$ cat config.mk
export PLATFORM = sky130hd
export DESIGN_NAME = pipelined_normalizer
export DESIGN_NICKNAME = d
export VERILOG_FILES = /design/src/rtl/pipelined_normalizer_pkg.sv /design/src/rtl/pipelined_normalizer_lod.sv /design/src/rtl/pipelined_normalizer.sv
export SDC_FILE = /design/constraint.sdc
export NUM_CORES = 1
export LEC_CHECK = 0
export BUFFER_PORTS_ARGS = -buffer_cell sky130_fd_sc_hd__buf_2
export CORE_UTILIZATION = 40
export DETAILED_ROUTE_END_ITERATION = 8
export GPL_ROUTABILITY_DRIVEN = 0
export PLACE_DENSITY = 0.69
export REMOVE_ABC_BUFFERS = 1
export SLEW_MARGIN = 20
export SYNTH_ARGS = -nofsm -noshare
export SYNTH_HDL_FRONTEND = slang
export SYNTH_HIERARCHICAL = 1
export SYNTH_SLANG_ARGS = --single-unit
$ cat constraint.sdc
create_clock -name clk -period 4.9 [get_ports clk]
set_clock_uncertainty 0.05 [all_clocks]
set_input_delay 0.735 -clock clk [delete_from_list [all_inputs] [get_ports clk]]
set_output_delay 0.735 -clock clk [all_outputs]
set_load 0.03 [all_outputs]
$ cat src/rtl/pipelined_normalizer_pkg.sv
// Shared constants and the S1 stage record for pipelined_normalizer.
//
// Contents:
//   DEF_*      default parameter values of the normaliser
//   s1_rec_t   record latched by stage 1: leading-one index p, shift
//              direction, shift amount, adjusted exponent, raw significand
//
// The record widths follow the DEF_* constants. A top-level instance with a
// different IN_W or EXP_W needs these constants changed as well; a mismatch
// shows up as a width error where the record is filled.
package pipelined_normalizer_pkg;

  localparam int DEF_IN_W     = 50;
  localparam int DEF_HEADROOM = 3;
  localparam int DEF_OUT_W    = 27;
  localparam int DEF_EXP_W    = 10;
  localparam int DEF_EXP_MAX  = 255;
  localparam int DEF_P_W      = $clog2(DEF_IN_W);

  typedef struct packed {
    logic [DEF_P_W-1:0]   p;       // index of the leading one
    logic                 dir;     // 1 = right shift, 0 = left shift
    logic [DEF_P_W-1:0]   amount;  // shift distance (already denorm-limited)
    logic [DEF_EXP_W:0]   exp;     // adjusted exponent, signed, unclamped
    logic [DEF_IN_W-1:0]  sig;     // unnormalised significand
  } s1_rec_t;

endpackage

$ cat src/rtl/pipelined_normalizer_lod.sv
// Leading-one detector.
//
// Ports:
//   vec    in   IN_W    vector to scan
//   idx    out  IDX_W   index of the most significant set bit (0 if none)
//   found  out  1       vec has at least one set bit
//
// Loop-based priority scan: later (higher) set bits overwrite earlier ones,
// so the final value is the highest set position.
module lead_one_detect #(
  parameter int IN_W  = 50,
  parameter int IDX_W = $clog2(IN_W)
) (
  input  logic [IN_W-1:0]  vec,
  output logic [IDX_W-1:0] idx,
  output logic             found
);

  always_comb begin
    idx   = '0;
    found = 1'b0;
    for (int i = 0; i < IN_W; i++) begin
      if (vec[i]) begin
        idx   = IDX_W'(i);
        found = 1'b1;
      end
    end
  end

endmodule

$ cat src/rtl/pipelined_normalizer.sv
// Two-stage pipelined significand normaliser with sticky bit and
// exponent adjust / denormal limit / overflow flag.
//
// Ports:
//   clk, rst_n            clock, asynchronous active-low reset
//   in_valid, in_ready    upstream handshake
//   sig_in, exp_in        unnormalised significand, signed biased exponent
//   out_valid, out_ready  downstream handshake
//   sig_out, exp_out      normalised significand (LSB = sticky), exponent
//   zero, denorm, ovf     input-zero, exponent-limited, exponent-overflow
//
// Handshake: a beat moves across a boundary on a rising edge where the
// producer's valid and the consumer's ready are both high; valid and data
// are held unchanged until that edge.
//
// Stage 1 finds the leading one and decides direction, distance and the new
// exponent; stage 2 performs the shift, forms the sticky bit and the flags.
module pipelined_normalizer
  import pipelined_normalizer_pkg::*;
#(
  parameter int IN_W     = DEF_IN_W,
  parameter int HEADROOM = DEF_HEADROOM,
  parameter int OUT_W    = DEF_OUT_W,
  parameter int EXP_W    = DEF_EXP_W,
  parameter int EXP_MAX  = DEF_EXP_MAX
) (
  input  logic             clk,
  input  logic             rst_n,
  input  logic             in_valid,
  output logic             in_ready,
  input  logic [IN_W-1:0]  sig_in,
  input  logic [EXP_W-1:0] exp_in,
  output logic             out_valid,
  input  logic             out_ready,
  output logic [OUT_W-1:0] sig_out,
  output logic [EXP_W-1:0] exp_out,
  output logic             zero,
  output logic             denorm,
  output logic             ovf
);

  localparam int LEAD   = IN_W - 1 - HEADROOM;
  localparam int P_W    = $clog2(IN_W);
  localparam int WIN_LO = LEAD - OUT_W + 2;  // lowest input-aligned bit kept
  localparam int XW     = 2 * IN_W;
  localparam logic signed [EXP_W:0] ONE_X     = (EXP_W+1)'(1);
  localparam logic signed [EXP_W:0] EXP_MAX_X = (EXP_W+1)'(EXP_MAX);

  // ---------------- flow control ----------------
  logic s1_valid;
  logic s2_adv, s1_adv;

  assign s2_adv   = !out_valid || out_ready;
  assign s1_adv   = !s1_valid || s2_adv;
  assign in_ready = s1_adv;

  // ---------------- stage 1: detect and plan ----------------
  logic [P_W-1:0] lod_idx;
  logic           lod_found;

  lead_one_detect #(.IN_W(IN_W), .IDX_W(P_W)) u_lod (
    .vec   (sig_in),
    .idx   (lod_idx),
    .found (lod_found)
  );

  s1_rec_t                 s1_d, s1_q;
  logic signed [EXP_W:0]   exp_x, left_exp;
  logic [P_W-1:0]          l_amt;

  always_comb begin
    s1_d     = '0;
    s1_d.p   = lod_idx;
    s1_d.sig = sig_in;
    exp_x    = {exp_in[EXP_W-1], exp_in};
    l_amt    = P_W'(LEAD) - lod_idx;  // only meaningful when p <= LEAD
    left_exp = exp_x - $signed({{(EXP_W+1-P_W){1'b0}}, l_amt});
    if (!lod_found) begin
      // zero input: no shift, exponent forced to 0 downstream
      s1_d.dir    = 1'b0;
      s1_d.amount = '0;
      s1_d.exp    = '0;
    end else if (lod_idx > P_W'(LEAD)) begin
      s1_d.dir    = 1'b1;
      s1_d.amount = lod_idx - P_W'(LEAD);
      s1_d.exp    = exp_x + $signed({{(EXP_W+1-P_W){1'b0}}, lod_idx - P_W'(LEAD)});
    end else begin
      s1_d.dir = 1'b0;
      s1_d.exp = left_exp;
      if (left_exp < ONE_X) begin
        // exponent would fall below 1: shift only as far as exponent 1
        // allows. Here exp_in < LEAD+1, so exp_in-1 fits in P_W bits.
        s1_d.amount = (exp_x > ONE_X) ? P_W'(exp_x - ONE_X) : '0;
      end else begin
        s1_d.amount = l_amt;
      end
    end
  end

  always_ff @(posedge clk or negedge rst_n) begin
    if (!rst_n) begin
      s1_valid <= 1'b0;
      s1_q     <= '0;
    end else if (s1_adv) begin
      s1_valid <= in_valid;
      if (in_valid) s1_q <= s1_d;
    end
  end

  // ---------------- stage 2: shift, sticky, flags ----------------
  logic [XW-1:0]         ext, shifted;
  logic [OUT_W-2:0]      win;
  logic                  sticky;
  logic signed [EXP_W:0] exp_q;
  logic                  is_zero, denorm_d, ovf_d;
  logic [EXP_W-1:0]      exp_d;
  logic [OUT_W-1:0]      sig_d;

  always_comb begin
    // Significand sits in the top half so right-shifted-out bits stay
    // visible in the bottom half and feed the sticky bit.
    ext     = {s1_q.sig, {IN_W{1'b0}}};
    shifted = s1_q.dir ? (ext >> s1_q.amount) : (ext << s1_q.amount);
    win     = shifted[IN_W+LEAD -: OUT_W-1];
    sticky  = (|shifted[XW-1:IN_W+LEAD+1]) | (|shifted[IN_W+WIN_LO-1:0]);
    exp_q   = $signed(s1_q.exp);
    // p is the leading-one index, so p==0 with bit 0 clear means all zero
    is_zero  = (s1_q.p == '0) && !s1_q.sig[0];
    denorm_d = !is_zero && !s1_q.dir && (exp_q < ONE_X);
    ovf_d    = !is_zero && s1_q.dir && (exp_q > EXP_MAX_X);
    exp_d    = (is_zero || denorm_d) ? '0 : exp_q[EXP_W-1:0];
    sig_d    = is_zero ? '0 : {win, sticky};
  end

  always_ff @(posedge clk or negedge rst_n) begin
    if (!rst_n) begin
      out_valid <= 1'b0;
      sig_out   <= '0;
      exp_out   <= '0;
      zero      <= 1'b0;
      denorm    <= 1'b0;
      ovf       <= 1'b0;
    end else if (s2_adv) begin
      out_valid <= s1_valid;
      if (s1_valid) begin
        sig_out <= sig_d;
        exp_out <= exp_d;
        zero    <= is_zero;
        denorm  <= denorm_d;
        ovf     <= ovf_d;
      end
    end
  end

endmodule
==> flow_summary_export.csv, run 1 <==
group,metric,value,unit
final_layout,stdcell_count,2150,
setup_path,cp_max_fo,4,
final_layout,fill_cells,3234,
setup_path,critPathRequiredTime,5.16,ns
timing,hold_viol,0,
final_layout,nNetsFinal,1779,
clock_network,post-cts-setup-buffer-count,0,
route,routedWlPerCell,22.2,um
route,post_drt_via_cell_ratio,6.59,
place,dp_hpwl,34600,um
die,top_level_ports,106,
die,initial_core_util,41.0,%
grt,overflow,0,
place,dpl.cell_count,2118,
clock_network,clk_pin_slew,0.07,ns
clock_network,ctsResizeCount,1,
synth,synth_flop_cell,"dfrtp_1",
setup_path,r2r-start,"s1_q[62]",
synth,synth_cells,1658,
timing,post-route-min-period,4.71,ns
final_layout,area_delta_synth_final,12.6,%
timing,fmax,0.212,GHz
timing,worst_pin_slew,1.06,ns
job,cap_violations,0,
synth,synthDistinctLibCells,83,
route,routed_wl,47700,um
timing,drv_slew,0,
clock_network,htree_levels,4,
route,met2WireLength,20600,um
synth,yosys.area.top_type,"dfrtp_1",
outcome,status,"completed",
route,postRouteAntennaNets,0,
synth,netlist_top_cells_area,"dfrtp_1 22%, mux4_2 13%, nand2_1 8.5%",
setup_path,cp-end-kind,"register",
die,coreArea,0.0328,mm2
grt,grt_pass1_vias,13000,
die,die_h,185,um
synth,syn-cell-area,0.0135,mm2
clock_network,cts_tree,"done",
die,rows,66,
route,top_layer,"met4",
clock_network,cts_sinks,116,
place,place_area,0.0145,mm2
clock_network,root_buffer,"clkbuf_16",
timing,fin_hold_ws,0.321,ns
setup_path,reg2reg_depth,11,
final_layout,utilization,46.2,%
power_and_ir_drop,power.leakage,6.41,nW
timing,relSlewSlack,29.1,%
die,die-area,0.0344,mm2
place,port_buffers,105,
route,wl_met1,19800,um
clock_network,postCtsHoldBufs,0,
setup_path,worstReg2RegEnd,"sig_out[0]",
setup_path,critPathLaunchType,"input port",
setup_path,r2r_slack,0.72,ns
power_and_ir_drop,ir_drop,0.295,mV
grt,grt_util_all_layers,28.4,%
timing,setup_tns,0,ns
route,drtPass1Iterations,9,
clock_network,cts_made_buffers,17,
synth,synth_edf_count,0,
clock_network,clk_latency,0.44,ns
route,vias,14200,
setup_path,crit_type,"in -> reg",
route,drt-initial-drc-count,2171,
timing,setup_violations,0,
route,drc,0,
timing,finalCritPeriodShare,96.2,%
clock_network,clockBufferDepth,2,
final_layout,design_area,0.0152,mm2
setup_path,crit_arrival,4.98,ns
synth,yosys_warnings,6,
synth,async_flop_share,100,%
worst_hold_path,hp-class,"in -> async",
synth,yosys_register_bits,116,
power_and_ir_drop,power_density,415,mW/mm2
grt,antenna_found_initial,0,
synth,netlist.area_leader.share,21.6,%
final_layout,diodes,0,
grt,grt_first_pass_wirelength,75500,um
die,die_x,185,um
synth,avgSynthCellArea,8.11,um2
synth,ys_seq_area_share,21.6,%
final_layout,drive_above_1_share,22.4,%
grt,grt_max_degree,87,
route,wl_met3,5430,um
## worst max-delay path: stages
cell and delay [ns]:
buf_2 0.11, or3_1 0.37, a221o_1 0.29, a21oi_2 0.17, o221ai_1 0.22, o21ai_1 0.19, buf_4 0.14, buf_4 0.12
ha_1 0.17, xor2_1 0.25, ha_1 0.31, nor2b_1 0.14, o21ai_0 0.15, nand2b_1 0.11, a21o_1 0.19, a21o_1 0.21
xnor2_1 0.14, o41a_1 0.38, mux2_2 0.30, o31ai_1 0.26
## final cells by class
cell class,instances,area [um2],area share [%]
Multi-Input combinational cell,1337,9730,64.2
Sequential cell,116,2920,19.3
Timing Repair Buffer,190,1220,8.03
Tap cell,442,553,3.65
Clock buffer,19,443,2.92
Clock inverter,13,173,1.14
Inverter,33,124,0.818
## kinds of logic after synthesis
| kind of cell | share of synthesized area (%) |
|---|---|
| xor+xnor | 1.50 |
| flops | 21.6 |
| buf+inv | 6.39 |
| simple gates | 21.7 |
| fa+ha+maj | 1.97 |
| compound gates | 22.2 |
| mux | 24.7 |
## flip-flops by register name (all words and copies together), names as in the netlist
name / cells
denorm: 1
exp_q: 11
zero: 1
ext: 50
exp_out: 10
s1_valid: 1
sig_out: 27
out_valid: 1
s1_q: 13
ovf: 1
## how the worst max path moves through the flow
stage,slack [ns],cells past startpoint,to,startpoint
after global routing,-0.02,19,s1_q[63],sig_in[9]
after floorplan,-3.67,9,sig_out[0],s1_q[62]
after CTS,0.03,20,s1_q[63],sig_in[16]
after global placement,-0.24,20,s1_q[61],sig_in[16]
final,0.19,20,s1_q[63],sig_in[16]
after detailed placement,-0.44,20,s1_q[63],sig_in[16]
## stage by stage
| stage | worst slack, ns | total power, mW |
|---|---|---|
| finish | 0.187 | 6.29 |
| global route | -0.0168 | 6.59 |
| detailed placement | -0.445 | 4.82 |
| CTS | 0.0261 | 6.17 |
| floorplan | -3.67 | 3.84 |
| global placement | -0.239 | 4.77 |
## metal layers
| layer | global-route usage, % | vias to the layer above |
|---|---|---|
| met5 | 0 | - |
| li1 | - | 6277 |
| met4 | 12.5 | 0 |
| met3 | 6.72 | 177 |
| met1 | 40.3 | 6760 |
| met2 | 40.5 | 949 |
## Yosys cell counts (all sizes together) (9+ instances only)
cell,instances
or3,12
nor2,121
xor2,9
nand3,30
nand4,12
xnor2,14
a32o,9
a21o,10
a211oi,16
nor4,27
nor2b,12
nand2,305
inv,32
o22ai,26
mux2,47
clkbuf,102
nand2b,26
buf,70
ha,18
a21oi,80
mux4,80
a22oi,20
dfrtp,116
mux2i,99
and2,14
o21a,12
a22o,20
a221oi,9
nor3,31
o21ai,101
o31ai,9
a31oi,18
o211ai,13
o221ai,9
## layout by cell type (no fill, tap or decap), types with 12 or more instances in the layout
cell / count
a211oi_1: 16
a21oi_1: 79
a22o_1: 20
a22oi_1: 20
a31oi_1: 18
and2_1: 13
buf_2: 104
buf_4: 82
clkbuf_16: 17
dfrtp_1: 112
ha_1: 18
inv_1: 31
mux2_2: 47
mux2i_1: 99
mux4_2: 80
nand2_1: 304
nand2b_1: 26
nand3_1: 30
nand4_1: 12
nor2_1: 121
nor2b_1: 12
nor3_1: 31
nor4_1: 20
o211ai_1: 13
o21a_1: 12
o21ai_0: 100
o22ai_1: 26
or3_1: 12
xnor2_1: 14
## power by group
group | internal (mW) | switching (mW) | leakage (nW)
logic | 1.38 | 2.06 | 4.69
clock network | 0.820 | 0.515 | 0.287
registers | 1.15 | 0.365 | 1.44
total | 3.35 | 2.94 | 6.41
(Power assumes the default switching activity.)
==> run 2: changes to the inputs <==
RECOVER_POWER = 25   (was default)
==> run 2 against run 1 <==
Net effect: the flow now finishes with violations (DRC, capacitance limit, slew limit); first-iteration DRC count unchanged; core utilization hardly changed; sequential share of layout area about the same; cell count unchanged; global-route usage unchanged; routed wire length decreased by 0.15%; largest power group unchanged; non-clock buffer count unchanged; highest routed layer unchanged; clock-buffer cell count unchanged; die area did not move; worst hold slack better by 0.10 ns; maximum frequency hardly changed; worst setup slack lost 0.00095 ns.
==> flow_summary_export.csv, run 2 (synthesized netlist as in run 1, its figures left out) <==
group,metric,value,unit
setup_path,reg2reg_depth,11,
worst_hold_path,min-delay-start,"sig_out[17]",
final_layout,largest_register_ffs,50,
final_layout,area_delta_synth_final,12.6,%
power_and_ir_drop,power_density,415,mW/mm2
final_layout,final_common_cell,"nand2_1",
die,die_x,185,um
grt,grt_max_degree,87,
die,die_h,185,um
final_layout,layout_common_cells,"304 x nand2_1, 121 x nor2_1, 112 x dfrtp_1, 104 x buf_2, 100 x o21ai_0",
setup_path,cp_cell_sequence,"buf_2 > or3_1 > a221o_1 > a21oi_2 > o221ai_1 > o21ai_1 > buf_4 > buf_4 > ha_1 > xor2_1 > ha_1 > nor2b_1 > o21ai_0 > nand2b_1 > a21o_1 > a21o_1 > xnor2_1 > o41a_1 > mux2_2 > o31ai_1",
worst_hold_path,hp-class,"reg -> reg",
clock_network,clk_latency,0.44,ns
timing,worst_pin_slew,3.38,ns
route,drtPass1Iterations,9,
setup_path,crit_type,"in -> reg",
route,drc,1,
power_and_ir_drop,pwr-share-clk,21.2,%
grt,grt_first_pass_wirelength,75500,um
setup_path,cp_slowest_cell,"o41a_1",
grt,antenna_found_initial,0,
clock_network,cts_made_buffers,17,
setup_path,slowest_delay,0.38,ns
clock_network,cts_sinks,116,
power_and_ir_drop,p_seq_share,24.0,%
place,port_buffers,105,
setup_path,crit_family,"compound AO/OA/AOI/OAI gates",
die,die-area,0.0344,mm2
final_layout,diodes,0,
clock_network,postCtsHoldBufs,0,
timing,hold_viol,0,
timing,drv_slew,63,
clock_network,htree_levels,4,
clock_network,clockBufferDepth,2,
outcome,status,"finished with violations",
die,top_level_ports,106,
outcome,violations,"DRC, capacitance limit, slew limit",
timing,post-route-min-period,4.71,ns
route,vias,14100,
job,cap_violations,1,
setup_path,worstReg2RegEnd,"sig_out[0]",
final_layout,utilization,46.2,%
setup_path,r2r_slack,0.73,ns
route,routed_wl,47700,um
power_and_ir_drop,share_comb_of_total_power,54.7,%
power_and_ir_drop,ir_drop,0.294,mV
power_and_ir_drop,switchingPower,2.94,mW
route,post_drt_via_cell_ratio,6.56,
grt,overflow,0,
route,postRouteAntennaNets,0,
grt,grt_util_all_layers,28.4,%
die,rows,66,
setup_path,crit_arrival,4.98,ns
worst_hold_path,hold_depth,2,
setup_path,r2r-start,"s1_q[62]",
setup_path,cp_num_buf_inv,3,
timing,relSlewSlack,-125,%
clock_network,root_buffer,"clkbuf_16",
power_and_ir_drop,power.leakage,6.41,nW
clock_network,cts_tree,"done",
timing,fin_hold_ws,0.421,ns
route,drt-initial-drc-count,2171,
die,initial_core_util,41.0,%
power_and_ir_drop,p_int,3.35,mW
timing,finalCritPeriodShare,96.2,%
grt,grt_pass1_vias,13000,
worst_hold_path,holdPathEnd,"sig_out[17]",
setup_path,critPathRequiredTime,5.16,ns
timing,fmax,0.212,GHz
clock_network,post-cts-setup-buffer-count,0,
power_and_ir_drop,swShare,46.7,%
final_layout,drive_above_1_share,22.4,%
timing,setup_violations,0,
setup_path,cp_max_fo,4,
setup_path,critPathLaunchType,"input port",
place,dp_hpwl,34600,um
setup_path,cp-end-kind,"register",
die,coreArea,0.0328,mm2
timing,setup_tns,0,ns
route,routedWlPerCell,22.2,um
final_layout,fill_cells,3237,
final_layout,nNetsFinal,1779,
clock_network,clk_pin_slew,0.06,ns
[run 2: final cells by class]
cell class,instances,area [um2],share of cell area [%]
clock buffer,19,443,2.92
clock inverter,13,173,1.14
inverter,33,124,0.818
multi-input combinational,1337,9730,64.2
sequential,116,2920,19.3
tap,442,553,3.65
timing repair buffer,190,1210,7.99
[run 2: worst min-delay path: stages, from the launching register on]
cell and delay [ns]:
dfrtp_1 0.33, nand2_1 0.04, o21ai_0 0.06
[run 2: metal layers]
| metal | global-route usage, % | wire length (um) |
|---|---|---|
| met1 | 40.3 | 19700 |
| met2 | 40.5 | 20500 |
| met3 | 6.72 | 5580 |
| met4 | 12.5 | 1900 |
| met5 | 0 | 0 |
[run 2: how the worst max path moves through the flow]
stage	start	end	slack, ns	cells past startpoint
2_1_floorplan	s1_q[62]	sig_out[0]	-3.67	9
3_3_place_gp	sig_in[16]	s1_q[61]	-0.24	20
3_5_place_dp	sig_in[16]	s1_q[63]	-0.44	20
4_1_cts	sig_in[16]	s1_q[63]	0.03	20
5_1_grt	sig_in[9]	s1_q[63]	-0.02	19
6_report	sig_in[16]	s1_q[63]	0.19	20
[run 2: power by group through the flow]
| stage | Sequential [mW] | Combinational, mW | Clock [mW] |
|---|---|---|---|
| after floorplan | 1.75 | 2.09 | 0 |
| after global routing | 1.54 | 3.66 | 1.39 |
| after global placement | 1.50 | 3.27 | 0 |
| final | 1.51 | 3.44 | 1.33 |
| after detailed placement | 1.51 | 3.31 | 0 |
| after CTS | 1.50 | 3.32 | 1.35 |
[run 2: per-stage QoR]
step / instances / power, mW / setup slack, ns / instance area, um2
after floorplan: 1486 / 3.84 / -3.67 / 12700
after global placement: 2118 / 4.77 / -0.239 / 14500
after detailed placement: 2118 / 4.82 / -0.445 / 14500
after CTS: 2150 / 6.17 / 0.0261 / 15100
after global routing: 2150 / 6.59 / -0.0168 / 15100
final: 2150 / 6.29 / 0.186 / 15100
[run 2: what timing repair did]
item	CTS	global route
endpoints found under the setup margin	1	6
resized for setup	1	8
hold endpoints to repair	0	0
pin swaps	0	0
